--- src/rtl/ddr2_init_sequencer_if.sv ---
// DDR2 command/address bus between the init sequencer and the controller
// command mux.
//   dram_cke                          clock enable
//   dram_cs_n/ras_n/cas_n/we_n        command strobes
//   dram_ba   [BANK_WIDTH-1:0]        bank address
//   dram_addr [ROW_WIDTH-1:0]         address / mode register value
// master: drives the bus (sequencer); slave: observes it (mux, bench).
interface ddr2_init_sequencer_if #(
    parameter int ROW_WIDTH  = 14,
    parameter int BANK_WIDTH = 3
);
    logic                  dram_cke;
    logic                  dram_cs_n;
    logic                  dram_ras_n;
    logic                  dram_cas_n;
    logic                  dram_we_n;
    logic [BANK_WIDTH-1:0] dram_ba;
    logic [ROW_WIDTH-1:0]  dram_addr;

    modport master (
        output dram_cke, dram_cs_n, dram_ras_n, dram_cas_n, dram_we_n,
        output dram_ba, dram_addr
    );

    modport slave (
        input dram_cke, dram_cs_n, dram_ras_n, dram_cas_n, dram_we_n,
        input dram_ba, dram_addr
    );
endinterface

--- src/rtl/ddr2_init_sequencer.sv ---
// DDR2 power-up / initialisation sequencer. Runs on the divided DRAM clock,
// holds the bus in DESEL/NOP and walks the JEDEC init command list, then
// raises init_done (sticky until reset) and leaves the bus in NOP.
// Ports:
//   dram_clk_div    in   sequencer clock
//   dram_rst_div_n  in   asynchronous active-low reset
//   phy_rdy         in   PHY ready; only sampled while in PWRUP
//   dram            out  command/address bus (master modport)
//   init_done       out  sequence complete
//
// state    | meaning
// ---------+----------------------------------------------------------
// PWRUP    | CKE low, DESEL, count power-up delay, wait for phy_rdy
// CKE      | CKE high, NOP for tXPR
// PRE1     | PRECHARGE ALL, wait tRP
// EMR2     | MRS to EMR2 (all zero), wait tMRD
// EMR3     | MRS to EMR3 (all zero), wait tMRD
// EMR1     | MRS to EMR1 (DLL on, RTT 75R, AL), wait tMRD
// MRDLL    | MRS to MR with DLL reset, starts DLL lock timer
// PRE2     | PRECHARGE ALL, wait tRP
// REF1     | AUTO REFRESH, wait tRFC
// REF2     | AUTO REFRESH, wait tRFC
// MR       | MRS to MR without DLL reset, wait tMRD
// OCDDEF   | MRS to EMR1 with OCD default, wait tMRD
// OCDEX    | MRS to EMR1 with OCD exit, wait tMRD
// DLLWAIT  | NOP until DLL lock time has elapsed since MRDLL
// DONE     | init_done, NOP, terminal
module ddr2_init_sequencer #(
    parameter int ROW_WIDTH  = 14,
    parameter int BANK_WIDTH = 3,
    parameter int T_PWRUP    = 26600,
    parameter int T_XPR      = 54,
    parameter int T_RP       = 2,
    parameter int T_MRD      = 2,
    parameter int T_RFC      = 18,
    parameter int T_DLL      = 200,
    parameter int CAS_LAT    = 4,
    parameter int BURST_LEN  = 4,
    parameter int WR_REC     = 4,
    parameter int ADD_LAT    = 0
) (
    input  logic                         dram_clk_div,
    input  logic                         dram_rst_div_n,
    input  logic                         phy_rdy,
    ddr2_init_sequencer_if.master        dram,
    output logic                         init_done
);

    function automatic int at_least_one(input int v);
        return (v < 1) ? 1 : v;
    endfunction

    function automatic int max2(input int a, input int b);
        return (a > b) ? a : b;
    endfunction

    localparam int PWRUP_E = at_least_one(T_PWRUP);
    localparam int XPR_E   = at_least_one(T_XPR);
    localparam int RP_E    = at_least_one(T_RP);
    localparam int MRD_E   = at_least_one(T_MRD);
    localparam int RFC_E   = at_least_one(T_RFC);
    localparam int DLL_E   = at_least_one(T_DLL);
    localparam int WMAX    = max2(max2(PWRUP_E, XPR_E), max2(max2(RP_E, MRD_E), RFC_E));
    localparam int WCNT_W  = $clog2(WMAX + 1);
    localparam int DLL_W   = $clog2(DLL_E + 1);

    // PWRUP counts up from the cleared reset value; every other state loads
    // its wait and counts down to zero. CKE loads one less because its own
    // entry cycle is already the first NOP of tXPR.
    localparam logic [WCNT_W-1:0] PWRUP_TC = WCNT_W'(PWRUP_E - 1);
    localparam logic [WCNT_W-1:0] XPR_LD   = WCNT_W'(XPR_E - 1);
    localparam logic [WCNT_W-1:0] RP_LD    = WCNT_W'(RP_E);
    localparam logic [WCNT_W-1:0] MRD_LD   = WCNT_W'(MRD_E);
    localparam logic [WCNT_W-1:0] RFC_LD   = WCNT_W'(RFC_E);
    localparam logic [DLL_W-1:0]  DLL_MAX  = DLL_W'(DLL_E);
    localparam logic [DLL_W-1:0]  DLL_TC   = DLL_W'(DLL_E - 1);

    localparam logic [3:0] CMD_DESEL = 4'b1111;
    localparam logic [3:0] CMD_NOP   = 4'b0111;
    localparam logic [3:0] CMD_PRE   = 4'b0010;
    localparam logic [3:0] CMD_REF   = 4'b0001;
    localparam logic [3:0] CMD_MRS   = 4'b0000;

    localparam logic [2:0] BL_CODE = (BURST_LEN == 8) ? 3'b011 : 3'b010;
    localparam logic [2:0] CL_CODE = 3'(CAS_LAT);
    localparam logic [2:0] WR_CODE = 3'(WR_REC - 1);
    localparam logic [2:0] AL_CODE = 3'(ADD_LAT);

    localparam logic [ROW_WIDTH-1:0] MR_VAL   = ROW_WIDTH'({WR_CODE, 2'b00, CL_CODE, 1'b0, BL_CODE});
    localparam logic [ROW_WIDTH-1:0] EMR1_VAL = ROW_WIDTH'({6'b000000, AL_CODE, 3'b100});
    localparam logic [ROW_WIDTH-1:0] A8_DLL   = ROW_WIDTH'(12'h100);
    localparam logic [ROW_WIDTH-1:0] A10_ALL  = ROW_WIDTH'(12'h400);
    localparam logic [ROW_WIDTH-1:0] OCD_DEF  = ROW_WIDTH'(12'h380);

    typedef enum logic [3:0] {
        S_PWRUP, S_CKE, S_PRE1, S_EMR2, S_EMR3, S_EMR1, S_MRDLL, S_PRE2,
        S_REF1, S_REF2, S_MR, S_OCDDEF, S_OCDEX, S_DLLWAIT, S_DONE
    } state_t;

    state_t                 state, state_nxt;
    logic [WCNT_W-1:0]      wcnt, wcnt_nxt;
    logic [DLL_W-1:0]       dll_cnt;
    logic                   dll_run;
    logic                   dll_ok;
    logic                   wait_done;
    logic [3:0]             cmd_nxt;
    logic [BANK_WIDTH-1:0]  ba_nxt;
    logic [ROW_WIDTH-1:0]   addr_nxt;

    function automatic logic [WCNT_W-1:0] wait_of(input state_t s);
        case (s)
            S_CKE:                    return XPR_LD;
            S_PRE1, S_PRE2:           return RP_LD;
            S_REF1, S_REF2:           return RFC_LD;
            S_EMR2, S_EMR3, S_EMR1, S_MRDLL,
            S_MR, S_OCDDEF, S_OCDEX:  return MRD_LD;
            default:                  return '0;
        endcase
    endfunction

    // dll_cnt reads k in the k-th cycle after MRDLL, so a next-cycle count
    // of T_DLL is reached when the current count is T_DLL-1.
    assign dll_ok    = dll_run && (dll_cnt >= DLL_TC);
    assign wait_done = (wcnt == '0);

    always_comb begin
        state_nxt = state;
        case (state)
            S_PWRUP:   if (wcnt == PWRUP_TC && phy_rdy) state_nxt = S_CKE;
            S_CKE:     if (wait_done) state_nxt = S_PRE1;
            S_PRE1:    if (wait_done) state_nxt = S_EMR2;
            S_EMR2:    if (wait_done) state_nxt = S_EMR3;
            S_EMR3:    if (wait_done) state_nxt = S_EMR1;
            S_EMR1:    if (wait_done) state_nxt = S_MRDLL;
            S_MRDLL:   if (wait_done) state_nxt = S_PRE2;
            S_PRE2:    if (wait_done) state_nxt = S_REF1;
            S_REF1:    if (wait_done) state_nxt = S_REF2;
            S_REF2:    if (wait_done) state_nxt = S_MR;
            S_MR:      if (wait_done) state_nxt = S_OCDDEF;
            S_OCDDEF:  if (wait_done) state_nxt = S_OCDEX;
            S_OCDEX:   if (wait_done) state_nxt = dll_ok ? S_DONE : S_DLLWAIT;
            S_DLLWAIT: if (dll_ok) state_nxt = S_DONE;
            S_DONE:    state_nxt = S_DONE;
            default:   state_nxt = S_PWRUP;
        endcase

        wcnt_nxt = wcnt;
        if (state_nxt != state) begin
            wcnt_nxt = wait_of(state_nxt);
        end else if (state == S_PWRUP) begin
            if (wcnt != PWRUP_TC) wcnt_nxt = wcnt + WCNT_W'(1);
        end else if (!wait_done) begin
            wcnt_nxt = wcnt - WCNT_W'(1);
        end

        // A command goes out only in the cycle its state is entered.
        cmd_nxt  = (state_nxt == S_PWRUP) ? CMD_DESEL : CMD_NOP;
        ba_nxt   = '0;
        addr_nxt = '0;
        if (state_nxt != state) begin
            case (state_nxt)
                S_PRE1, S_PRE2: begin
                    cmd_nxt  = CMD_PRE;
                    addr_nxt = A10_ALL;
                end
                S_EMR2: begin
                    cmd_nxt = CMD_MRS;
                    ba_nxt  = BANK_WIDTH'(2);
                end
                S_EMR3: begin
                    cmd_nxt = CMD_MRS;
                    ba_nxt  = BANK_WIDTH'(3);
                end
                S_EMR1, S_OCDEX: begin
                    cmd_nxt  = CMD_MRS;
                    ba_nxt   = BANK_WIDTH'(1);
                    addr_nxt = EMR1_VAL;
                end
                S_OCDDEF: begin
                    cmd_nxt  = CMD_MRS;
                    ba_nxt   = BANK_WIDTH'(1);
                    addr_nxt = EMR1_VAL | OCD_DEF;
                end
                S_MRDLL: begin
                    cmd_nxt  = CMD_MRS;
                    addr_nxt = MR_VAL | A8_DLL;
                end
                S_MR: begin
                    cmd_nxt  = CMD_MRS;
                    addr_nxt = MR_VAL;
                end
                S_REF1, S_REF2: cmd_nxt = CMD_REF;
                default: ;
            endcase
        end
    end

    always_ff @(posedge dram_clk_div or negedge dram_rst_div_n) begin
        if (!dram_rst_div_n) begin
            state          <= S_PWRUP;
            wcnt           <= '0;
            dll_cnt        <= '0;
            dll_run        <= 1'b0;
            dram.dram_cke  <= 1'b0;
            {dram.dram_cs_n, dram.dram_ras_n, dram.dram_cas_n, dram.dram_we_n} <= CMD_DESEL;
            dram.dram_ba   <= '0;
            dram.dram_addr <= '0;
            init_done      <= 1'b0;
        end else begin
            state          <= state_nxt;
            wcnt           <= wcnt_nxt;
            dram.dram_cke  <= (state_nxt != S_PWRUP);
            {dram.dram_cs_n, dram.dram_ras_n, dram.dram_cas_n, dram.dram_we_n} <= cmd_nxt;
            dram.dram_ba   <= ba_nxt;
            dram.dram_addr <= addr_nxt;
            init_done      <= (state_nxt == S_DONE);
            if (state_nxt == S_MRDLL && state != S_MRDLL) begin
                dll_run <= 1'b1;
                dll_cnt <= '0;
            end else if (dll_run && dll_cnt != DLL_MAX) begin
                dll_cnt <= dll_cnt + DLL_W'(1);
            end
        end
    end

endmodule

--- src/flat_wrapper.sv ---
// flat-port wrapper written by rule: the top's interface ports become plain ports
module ddr2_init_sequencer_flat 
#(
    parameter int ROW_WIDTH  = 14,
    parameter int BANK_WIDTH = 3,
    parameter int T_PWRUP    = 26600,
    parameter int T_XPR      = 54,
    parameter int T_RP       = 2,
    parameter int T_MRD      = 2,
    parameter int T_RFC      = 18,
    parameter int T_DLL      = 200,
    parameter int CAS_LAT    = 4,
    parameter int BURST_LEN  = 4,
    parameter int WR_REC     = 4,
    parameter int ADD_LAT    = 0
)
  (dram_clk_div, dram_rst_div_n, phy_rdy, init_done, dram_dram_cke, dram_dram_cs_n, dram_dram_ras_n, dram_dram_cas_n, dram_dram_we_n, dram_dram_ba, dram_dram_addr);
  ddr2_init_sequencer_if #(.ROW_WIDTH(ROW_WIDTH), .BANK_WIDTH(BANK_WIDTH)) dram_i ();
  input  logic dram_clk_div;
  input  logic dram_rst_div_n;
  input  logic phy_rdy;
  output logic init_done;
  output wire logic [$bits(dram_i.dram_cke)-1:0] dram_dram_cke;
  output wire logic [$bits(dram_i.dram_cs_n)-1:0] dram_dram_cs_n;
  output wire logic [$bits(dram_i.dram_ras_n)-1:0] dram_dram_ras_n;
  output wire logic [$bits(dram_i.dram_cas_n)-1:0] dram_dram_cas_n;
  output wire logic [$bits(dram_i.dram_we_n)-1:0] dram_dram_we_n;
  output wire logic [$bits(dram_i.dram_ba)-1:0] dram_dram_ba;
  output wire logic [$bits(dram_i.dram_addr)-1:0] dram_dram_addr;
  assign dram_dram_cke = dram_i.dram_cke;
  assign dram_dram_cs_n = dram_i.dram_cs_n;
  assign dram_dram_ras_n = dram_i.dram_ras_n;
  assign dram_dram_cas_n = dram_i.dram_cas_n;
  assign dram_dram_we_n = dram_i.dram_we_n;
  assign dram_dram_ba = dram_i.dram_ba;
  assign dram_dram_addr = dram_i.dram_addr;
  ddr2_init_sequencer #(.ROW_WIDTH(ROW_WIDTH), .BANK_WIDTH(BANK_WIDTH), .T_PWRUP(T_PWRUP), .T_XPR(T_XPR), .T_RP(T_RP), .T_MRD(T_MRD), .T_RFC(T_RFC), .T_DLL(T_DLL), .CAS_LAT(CAS_LAT), .BURST_LEN(BURST_LEN), .WR_REC(WR_REC), .ADD_LAT(ADD_LAT)) u_core (.dram_clk_div(dram_clk_div), .dram_rst_div_n(dram_rst_div_n), .phy_rdy(phy_rdy), .dram(dram_i), .init_done(init_done));
endmodule
--- config.mk ---
export PLATFORM = sky130hd
export DESIGN_NAME = ddr2_init_sequencer_flat
export DESIGN_NICKNAME = d
export VERILOG_FILES = /design/src/rtl/ddr2_init_sequencer_if.sv /design/src/rtl/ddr2_init_sequencer.sv /design/src/flat_wrapper.sv
export SDC_FILE = /design/constraint.sdc
export NUM_CORES = 1
export LEC_CHECK = 0
export BUFFER_PORTS_ARGS = -buffer_cell sky130_fd_sc_hd__buf_4
export CAP_MARGIN = 5
export CORE_MARGIN = 2
export CORE_UTILIZATION = 40
export CTS_CLUSTER_SIZE = 10
export DETAILED_ROUTE_END_ITERATION = 16
export SKIP_CTS_REPAIR_TIMING = 1
export SYNTH_ARGS = -nofsm -noshare
export SYNTH_HDL_FRONTEND = slang
export SYNTH_SLANG_ARGS = --single-unit
--- constraint.sdc ---
create_clock -name dram_clk_div -period 3.6 [get_ports dram_clk_div]
set_input_delay 0.18 -clock dram_clk_div [delete_from_list [all_inputs] [get_ports dram_clk_div]]
set_output_delay 0.18 -clock dram_clk_div [all_outputs]
set_load 0.05 [all_outputs]
# Yosys cells after proc, flatten, opt, wreduce, memory -nomap -nowiden
# Memory sizes are Yosys's and may differ from the RTL's.
# Index checks and enable logic that the tools add are counted.
# W data, S select, Z words.
[classes]
muxes = 29
reduce_logical = 15
eq_ne = 33
n_lt_le_gt_ge = 1
addsub = 3
[op_table]
columns = ["op", "n"]
rows = [
  ["$mux W4", 16],
  ["$mux W15", 4],
  ["$pmux W4 S15", 1],
  ["$pmux W11 S5", 1],
  ["$eq A4 B4 Y1 const B", 13],
  ["$eq A4 B3 Y1 const B", 8],
  ["$eq A4 B2 Y1 const B", 4],
  ["$mux W8", 2],
  ["$add A15 B1 Y15 const B", 1],
  ["$eq A15 B15 Y1 const B", 1],
  ["$logic_not A15 Y1", 1],
  ["$ne A15 B15 Y1 const B", 1],
  ["$sub A15 B1 Y15 const B", 1],
  ["$mux W14", 1],
  ["$pmux W4 S3", 1],
  ["$add A8 B1 Y8 const B", 1],
  ["$ge A8 B8 Y1 const B", 1],
  ["$logic_not A4 Y1", 2],
  ["$ne A8 B8 Y1 const B", 1],
  ["$reduce_or A7 Y1", 1],
  ["$pmux W2 S3", 1],
  ["$reduce_or A2 Y1", 3],
  ["$eq A4 B1 Y1 const B", 1],
  ["$logic_and A1 B1 Y1", 4],
  ["other kinds (10)", 10],
]
[word_totals]
rom_bits = 80
n_memories = 1
regBits = 51
out_inout_bits = 23
[memory_table]
columns = ["name", "depth", "word_bits", "rd", "rd_ports_with_merged_regs", "wr", "line", "source"]
rows = [
  ["(no name shown)", 16, 5, 1, 0, 0, "ddr2_init_sequencer.sv:111", "case (s)"],
]

# Longest topological paths before layout
# Gate-level depths: netlist of the first run.
[logic_depth]
ltp_word = 9
mapped_depth = 13
depth_no_buf = 12

# Worst setup path after synthesis of the first run
# No wires, ideal clock.
[synth_path]
path_type = "reg-to-reg"
from = "reg u_core.state[2]"
to = "reg u_core.wcnt[14]"
slack_ps = 429
stages_incl_launch_ff = 14
n_path_buf = 1
arrival_time_ps = 3040
path_cell_list = "dfrtp_1 -> buf_6 -> or3_4 -> nor2_4 -> inv_2 -> fa_1 -> a21o_1 -> and4_1 -> o31ai_4 -> o21ai_1 -> or4_1 -> a31oi_1 -> xnor2_1 -> o21ai_1"
[synth_via]
elab_chain_len = 5
word_cells_on_any_way = 36
classes_between = "eq/ne (17); mux (17); reduce/logical (2)"
[synth_rtl]
columns = ["element", "line", "source"]
rows = [
  ["from (decl)", "ddr2_init_sequencer.sv:100", "state_t state, state_nxt;"],
  ["from (signal assigned)", "ddr2_init_sequencer.sv:210", "state <= state_nxt;"],
  ["$eq A4 B4 Y1 (tied with other cells)", "ddr2_init_sequencer.sv:128", "case (state)"],
  ["$pmux W4 S15", "ddr2_init_sequencer.sv:128", ""],
  ["$ne A4 B4 Y1", "ddr2_init_sequencer.sv:148", "if (state_nxt != state) begin"],
  ["$ne A3 B3 Y1 (no source line) or $ne A3 B2 Y1 (tied branches)", "-", ""],
  ["$reduce_and A2 Y1 (no source line)", "-", ""],
  ["to (signal assigned)", "ddr2_init_sequencer.sv:211", "wcnt <= wcnt_nxt;"],
  ["to (decl)", "ddr2_init_sequencer.sv:101", "logic [WCNT_W-1:0] wcnt, wcnt_nxt;"],
]
# Parallel ways exist; a longest one is shown, timed or not.
# A chain may end at the register's enable or synchronous reset.

# Final worst setup path of the first run
[layout_path]
from = "reg u_core.state[1]"
to = "reg u_core.wcnt[13]"
# The elaborated chain is that of the path after synthesis.

==> results of run 1 <==
-- kinds of logic after synthesis --
logic type / after synthesis
XOR/XNOR: 20
flip-flops: 42
AO/OA/AOI/OAI: 65
buffers and inverters: 31
other: 1
adder cells (fa/ha/maj): 16
AND/OR/NAND/NOR: 133
multiplexers: 1
-- state kept, by name, summed over array words and instances (netlist names) --
| name | flops |
|---|---|
| u_core.dll_run | 1 |
| u_core.state | 4 |
| u_core.dram.dram_cs_n | 1 |
| u_core.dram.dram_cke | 1 |
| u_core.dram.dram_cas_n | 1 |
| u_core.wcnt | 15 |
| u_core.dram.dram_ras_n | 1 |
| u_core.init_done | 1 |
| u_core.dram.dram_addr | 6 |
| u_core.dll_cnt | 8 |
| u_core.dram.dram_we_n | 1 |
| u_core.dram.dram_ba | 2 |
-- layout by cell type, fill, tap and decap left out, drive strengths merged, types with 2 or more instances in the layout --
master / n
dfrtp: 38
nor2: 37
nand2: 27
buf: 22
o21ai: 19
nand3: 18
ha: 15
a21oi: 15
inv: 12
xnor2: 11
xor2: 9
nor3: 9
conb: 8
a31oi: 7
clkbuf: 6
nand4: 6
o31ai: 5
nor4: 5
and2: 4
and3: 4
nand2b: 4
dfstp: 4
or2: 4
and4: 3
or4: 3
a21o: 3
or3: 3
a311o: 2
o21bai: 2
nand3b: 2
nor3b: 2
o211ai: 2
bufinv: 2
o21a: 2
-- cell type report --
class	count	area [sq um]
clock buffer	6	82.6
clock inverter	2	60.1
tap	96	120
sequential	42	1060
timing repair buffer	23	175
multi-input combinational	243	1620
fill	662	3630
inverter	12	45.0
-- routing by layer --
layer	up-vias	track usage, %	wire length [um]
li1	1116	-	-
met1	1054	21.7	2840
met2	38	27.0	2860
met3	7	3.11	167
met4	0	4.20	82
met5	-	0	0
-- worst max-delay path: cells and delay by family (launching register included) --
kind / cells / cell delay (ns)
fa+ha+maj: 1 / 0.28
compound gates: 6 / 1.25
xor+xnor: 1 / 0.16
flops: 1 / 0.38
buf+inv: 1 / 0.10
simple gates: 3 / 0.96
-- power by group --
group / internal, mW / switching (mW)
logic: 0.00216 / 0.0278
clock network: 0.296 / 0.165
registers: 0.472 / 0
-- metrics by stage --
stage / power [mW] / hold WS (ns)
final: 0.962 / 0.253
after global routing: 0.994 / 0.261
after CTS: 0.974 / -0.115
after detailed placement: 0.511 / 0.213
after global placement: 0.510 / 0.197
after floorplan: 0.506 / -0.116
-- worst paths after layout --
kind                                                       end  slack [ns]  depth (start not counted)
max                                u_core.wcnt[13]$_DFFE_PN0P_        0.32                         12
min                                 u_core.wcnt[5]$_DFFE_PN0P_        0.25                          3
max reg2reg                        u_core.wcnt[13]$_DFFE_PN0P_        0.32                         12
min reg2reg                         u_core.dll_run$_DFFE_PN0P_        0.56                          1
max in group asynchronous     u_core.dram.dram_ras_n$_DFF_PN1_        2.81                          2
min in group asynchronous  u_core.dram.dram_addr[10]$_DFF_PN0_        0.41                          2
==> results_dict.tcl, run 1 <==
set metrics [dict create \
    status "complete, no violations" \
    cp-end-kind "register" \
    ys_seq_area_share_pct 37.4 \
    dp_hpwl_mm 4.37 \
    async_flop_share_pct 100 \
    r2r-start "u_core.state[1]$_DFF_PN0_" \
    syn_area_sq_mm 0.00282 \
    h-tree-depth 2 \
    drt_pass1_iterations 4 \
    vias_per_cell 5.22 \
    grt_pass1_wl_mm 9.88 \
    synth_edf_count 0 \
    die_x_um 88.0 \
    die_h_um 88.0 \
    num_antenna_cells 0 \
    synthXorXnorAreaFrac_pct 6.21 \
    synthFlopType "dfrtp_1" \
    drive_above_1_share_pct 16.8 \
    nets 346 \
    worstSetupStartpoint "u_core.state[1]$_DFF_PN0_" \
    dp_cells 415 \
    drt-initial-drc-count 86 \
    syn_to_final_growth_pct 12.1 \
    dp_slack_ns 0.342 \
    fin_skew_ns 0.00696 \
    cp_max_fo 8 \
    grt_pass1_vias 2045 \
    io_pins 26 \
    hp-class "input port to register" \
    clkLatencyLatePin_ns 0.30 \
    synth_area_per_cell_sq_um 9.13 \
    finalCriticalPeriod_ns 3.28 \
    yosys-top-cells-area "dfrtp_1, ha_1, nor2_1" \
    critPathArrivalTime_ns 3.44 \
    worstPathCellList "or3_4, nor2_4, inv_2, ha_1, a21oi_1, o211ai_1, o41ai_2, o21ai_0, or4_1, a31oi_1, xor2_1, o21ai_0" \
    placedInstanceArea_sq_mm 0.00301 \
    rsz0062_at_grt "false" \
    tightest_slew_ns 0.616 \
    rows 30 \
    track_usage_pct 16.2 \
    synthAdderAreaFrac_pct 7.36 \
    synth-simple-area-share_pct 25.9 \
    fin_ws_ns 0.323 \
    holdCritStartpoint "phy_rdy" \
    max-clock-path-buffers 2 \
    worstSetupPathType "register to register" \
    postSynthCellCount 309 \
    synth.ff_latch_count 42 \
    drtAntennaViolNets 0 \
    ir_drop_mv 0.142 \
    ys_types 61 \
    worst_path_largest_cell_delay_ns 0.43 \
    maxCapViolCount 0 \
    wl_mm 5.95 \
    yosysTopAreaCell "dfrtp_1" \
    die-area_sq_mm 0.00774 \
    setup_viol 0 \
    synth_compound_area_share_pct 16.6 \
    antenna_found_initial 0 \
    synth_mux_area_share_pct 0.355 \
    synth.most_common_cell "dfrtp_1" \
    finalCritPeriodShare_pct 91.0 \
    start_util_pct 41.5 \
    vias 2215 \
    root_buffer "clkbuf_8" \
    final_hold_viol_count 0 \
    layout.cells.non_filler 424 \
    grt_max_degree 43 \
    p_leak_nw 1.42 \
    drc_errors 0 \
    coreArea_sq_mm 0.00679 \
    fin_area_sq_mm 0.00316 \
    clk_pin_slew_ns 0.08 \
    final_core_util_pct 46.6 \
    drv_slew 0 \
    slew_headroom_pct 58.5 \
    crit_top_cell "o21ai_0" \
    tritoncts "yes" \
    cp_slowest_cell "or4_1" \
    grt_overflow 0 \
    gp_congestion 0.923 \
    synth_top_area_share_pct 33.7 \
    synth_top_family_by_area "simple AND/OR/NAND/NOR gates" \
    netlist_top_cells_count "dfrtp_1, nor2_1, nand2_1" \
    max_freq_mhz 305 \
    fin_tns_setup_ns 0 \
    ys_warn_count 0 \
    wl_per_cell_um 14.0 \
    cts-buffers-inserted 5 \
    clock_sinks 42 \
    required_ns 3.76 \
    p_per_area_mw_per_mm2 304 \
    portBuffers 17 \
    startpoint_type "register" \
]
No activity file was read; power rests on OpenSTA's default activity.
==> run 2, diff against run 1 <==
PLACE_DENSITY = 0.57   (was not set)
==> run 2 against run 1 <==
  * Clock power down 20%
  * Die area unchanged
  * Largest cell class unchanged
  * Global-route usage up 0.29 points
  * Clock skew down 0.0027 ns
  * Register-to-register slack better by 0.05 ns
  * Critical path type unchanged
  * Sequential share of layout area up 0.20 points
==> results_dict.tcl, run 2 (synthesis results as in run 1) <==
set metrics [dict create \
    cts-buffers-inserted 5 \
    critPathArrivalTime_ns 3.39 \
    worstSetupPathType "register to register" \
    p_leak_nw 1.42 \
    rows 30 \
    max-clock-path-buffers 2 \
    final_hold_viol_count 0 \
    finalCritPeriodShare_pct 89.6 \
    tritoncts "yes" \
    fin_tns_setup_ns 0 \
    h-tree-depth 2 \
    coreArea_sq_mm 0.00679 \
    grt_pass1_wl_mm 10.0 \
    die_h_um 88.0 \
    layout.cells.most_common "dfrtp_1" \
    required_ns 3.77 \
    placedInstanceArea_sq_mm 0.00303 \
    start_util_pct 41.5 \
    reg_top3 "u_core.wcnt x15, u_core.dll_cnt x8, u_core.dram.dram_addr x6" \
    clk_pin_slew_ns 0.08 \
    clock_sinks 42 \
    gp_congestion 0.871 \
    drv_slew 0 \
    nets 348 \
    grt_pass1_vias 2060 \
    drive_above_1_share_pct 17.3 \
    slew_headroom_pct 61.0 \
    tightest_slew_ns 0.583 \
    wl_mm 5.86 \
    vias 2234 \
    drtAntennaViolNets 0 \
    top_register "u_core.wcnt" \
    max_freq_mhz 310 \
    num_antenna_cells 0 \
    p_per_area_mw_per_mm2 276 \
    cp-end-kind "register" \
    wl_per_cell_um 13.8 \
    dp_cells 417 \
    ir_drop_mv 0.210 \
    status "complete, no violations" \
    portBuffers 17 \
    finalCriticalPeriod_ns 3.22 \
    cp_max_fo 6 \
    layout.cells.non_filler 426 \
    fin_skew_ns 0.00422 \
    die-area_sq_mm 0.00774 \
    maxCapViolCount 0 \
    hp-class "input port to register" \
    dp_hpwl_mm 4.36 \
    rsz0062_at_grt "false" \
    fill_cells 663 \
    antenna_found_initial 0 \
    root_buffer "clkbuf_8" \
    die_x_um 88.0 \
    syn_to_final_growth_pct 11.4 \
    vias_per_cell 5.24 \
    largest_reg_flops 15 \
    grt_max_degree 43 \
    fin_ws_ns 0.376 \
    drt-initial-drc-count 100 \
    io_pins 26 \
    startpoint_type "register" \
    track_usage_pct 16.5 \
    drc_errors 0 \
    clkLatencyLatePin_ns 0.29 \
    dp_slack_ns 0.369 \
    drt_pass1_iterations 4 \
    grt_overflow 0 \
    setup_viol 0 \
    p_total_uw 867 \
    layout_common_cells "dfrtp_1, nor2_1, nand2_1" \
    fin_area_sq_mm 0.00314 \
]
## run 2: cell types whose count changed in the layout (fill, tap and decap cells not counted)
| cell | delta |
|---|---|
| clkinv_2 | +2 |
| buf_4 | +2 |
| bufinv_16 | -1 |
| clkbuf_8 | -1 |
## run 2: stage by stage
stage	hold slack [ns]	utilization, %
floorplan	-0.116	-
global placement	0.198	44.5
detailed placement	0.195	44.5
CTS	-0.131	46.1
global route	0.273	46.3
finish	0.259	46.3
## run 2: area by class of cell
| type | instances | area (sq um) | share of cell area [%] |
|---|---|---|---|
| clock buffer | 5 | 68.8 | 2.19 |
| clock inverter | 3 | 40.0 | 1.27 |
| inverter | 12 | 45.0 | 1.43 |
| multi-input combinational | 243 | 1620 | 51.7 |
| sequential | 42 | 1060 | 33.6 |
| tap | 96 | 120 | 3.82 |
| timing repair buffer | 25 | 190 | 6.05 |
## run 2: path summary, 6_finish.rpt
kind,startpoint,to,slack (ns),depth (start not counted)
hold / removal,phy_rdy,u_core.wcnt[5]$_DFFE_PN0P_,0.26,3
max in group asynchronous,dram_rst_div_n,u_core.dram.dram_ras_n$_DFF_PN1_,2.83,2
setup reg to reg,u_core.state[1]$_DFF_PN0_,u_core.wcnt[14]$_DFFE_PN0P_,0.38,12
setup / recovery,u_core.state[1]$_DFF_PN0_,u_core.wcnt[14]$_DFFE_PN0P_,0.38,12
min in group asynchronous,dram_rst_div_n,u_core.dll_cnt[1]$_DFFE_PN0P_,0.40,2
hold reg to reg,u_core.dll_run$_DFFE_PN0P_,u_core.dll_run$_DFFE_PN0P_,0.53,1
## run 2: per-layer routing
metal | part of all wire [%] | track usage, % | routed length [um] | vias to the layer above
met5 | 0 | 0 | 0 | -
met4 | 2.0 | 5.45 | 116 | 0
met3 | 3.6 | 3.11 | 211 | 9
met2 | 46 | 25.9 | 2680 | 56
met1 | 49 | 23.0 | 2850 | 1048
li1 | - | - | - | 1121
## run 2: worst max-delay path: stages, from the launching register on
cell	delay (ns)
dfrtp_1	0.39
or3_4	0.41
nor2_4	0.12
inv_2	0.08
fa_1	0.40
a21o_1	0.18
and4_1	0.25
o31ai_4	0.32
o21ai_1	0.14
or4_1	0.40
a31oi_1	0.21
xnor2_1	0.14
o21ai_1	0.07
## run 2: power by group
| part | internal (mW) | leakage, nW | switching, mW | total (mW) |
|---|---|---|---|---|
| registers | 0.471 | 0.533 | 0 | 0.471 |
| clock network | 0.204 | 0.0579 | 0.162 | 0.366 |
| logic | 0.00217 | 0.826 | 0.0273 | 0.0294 |
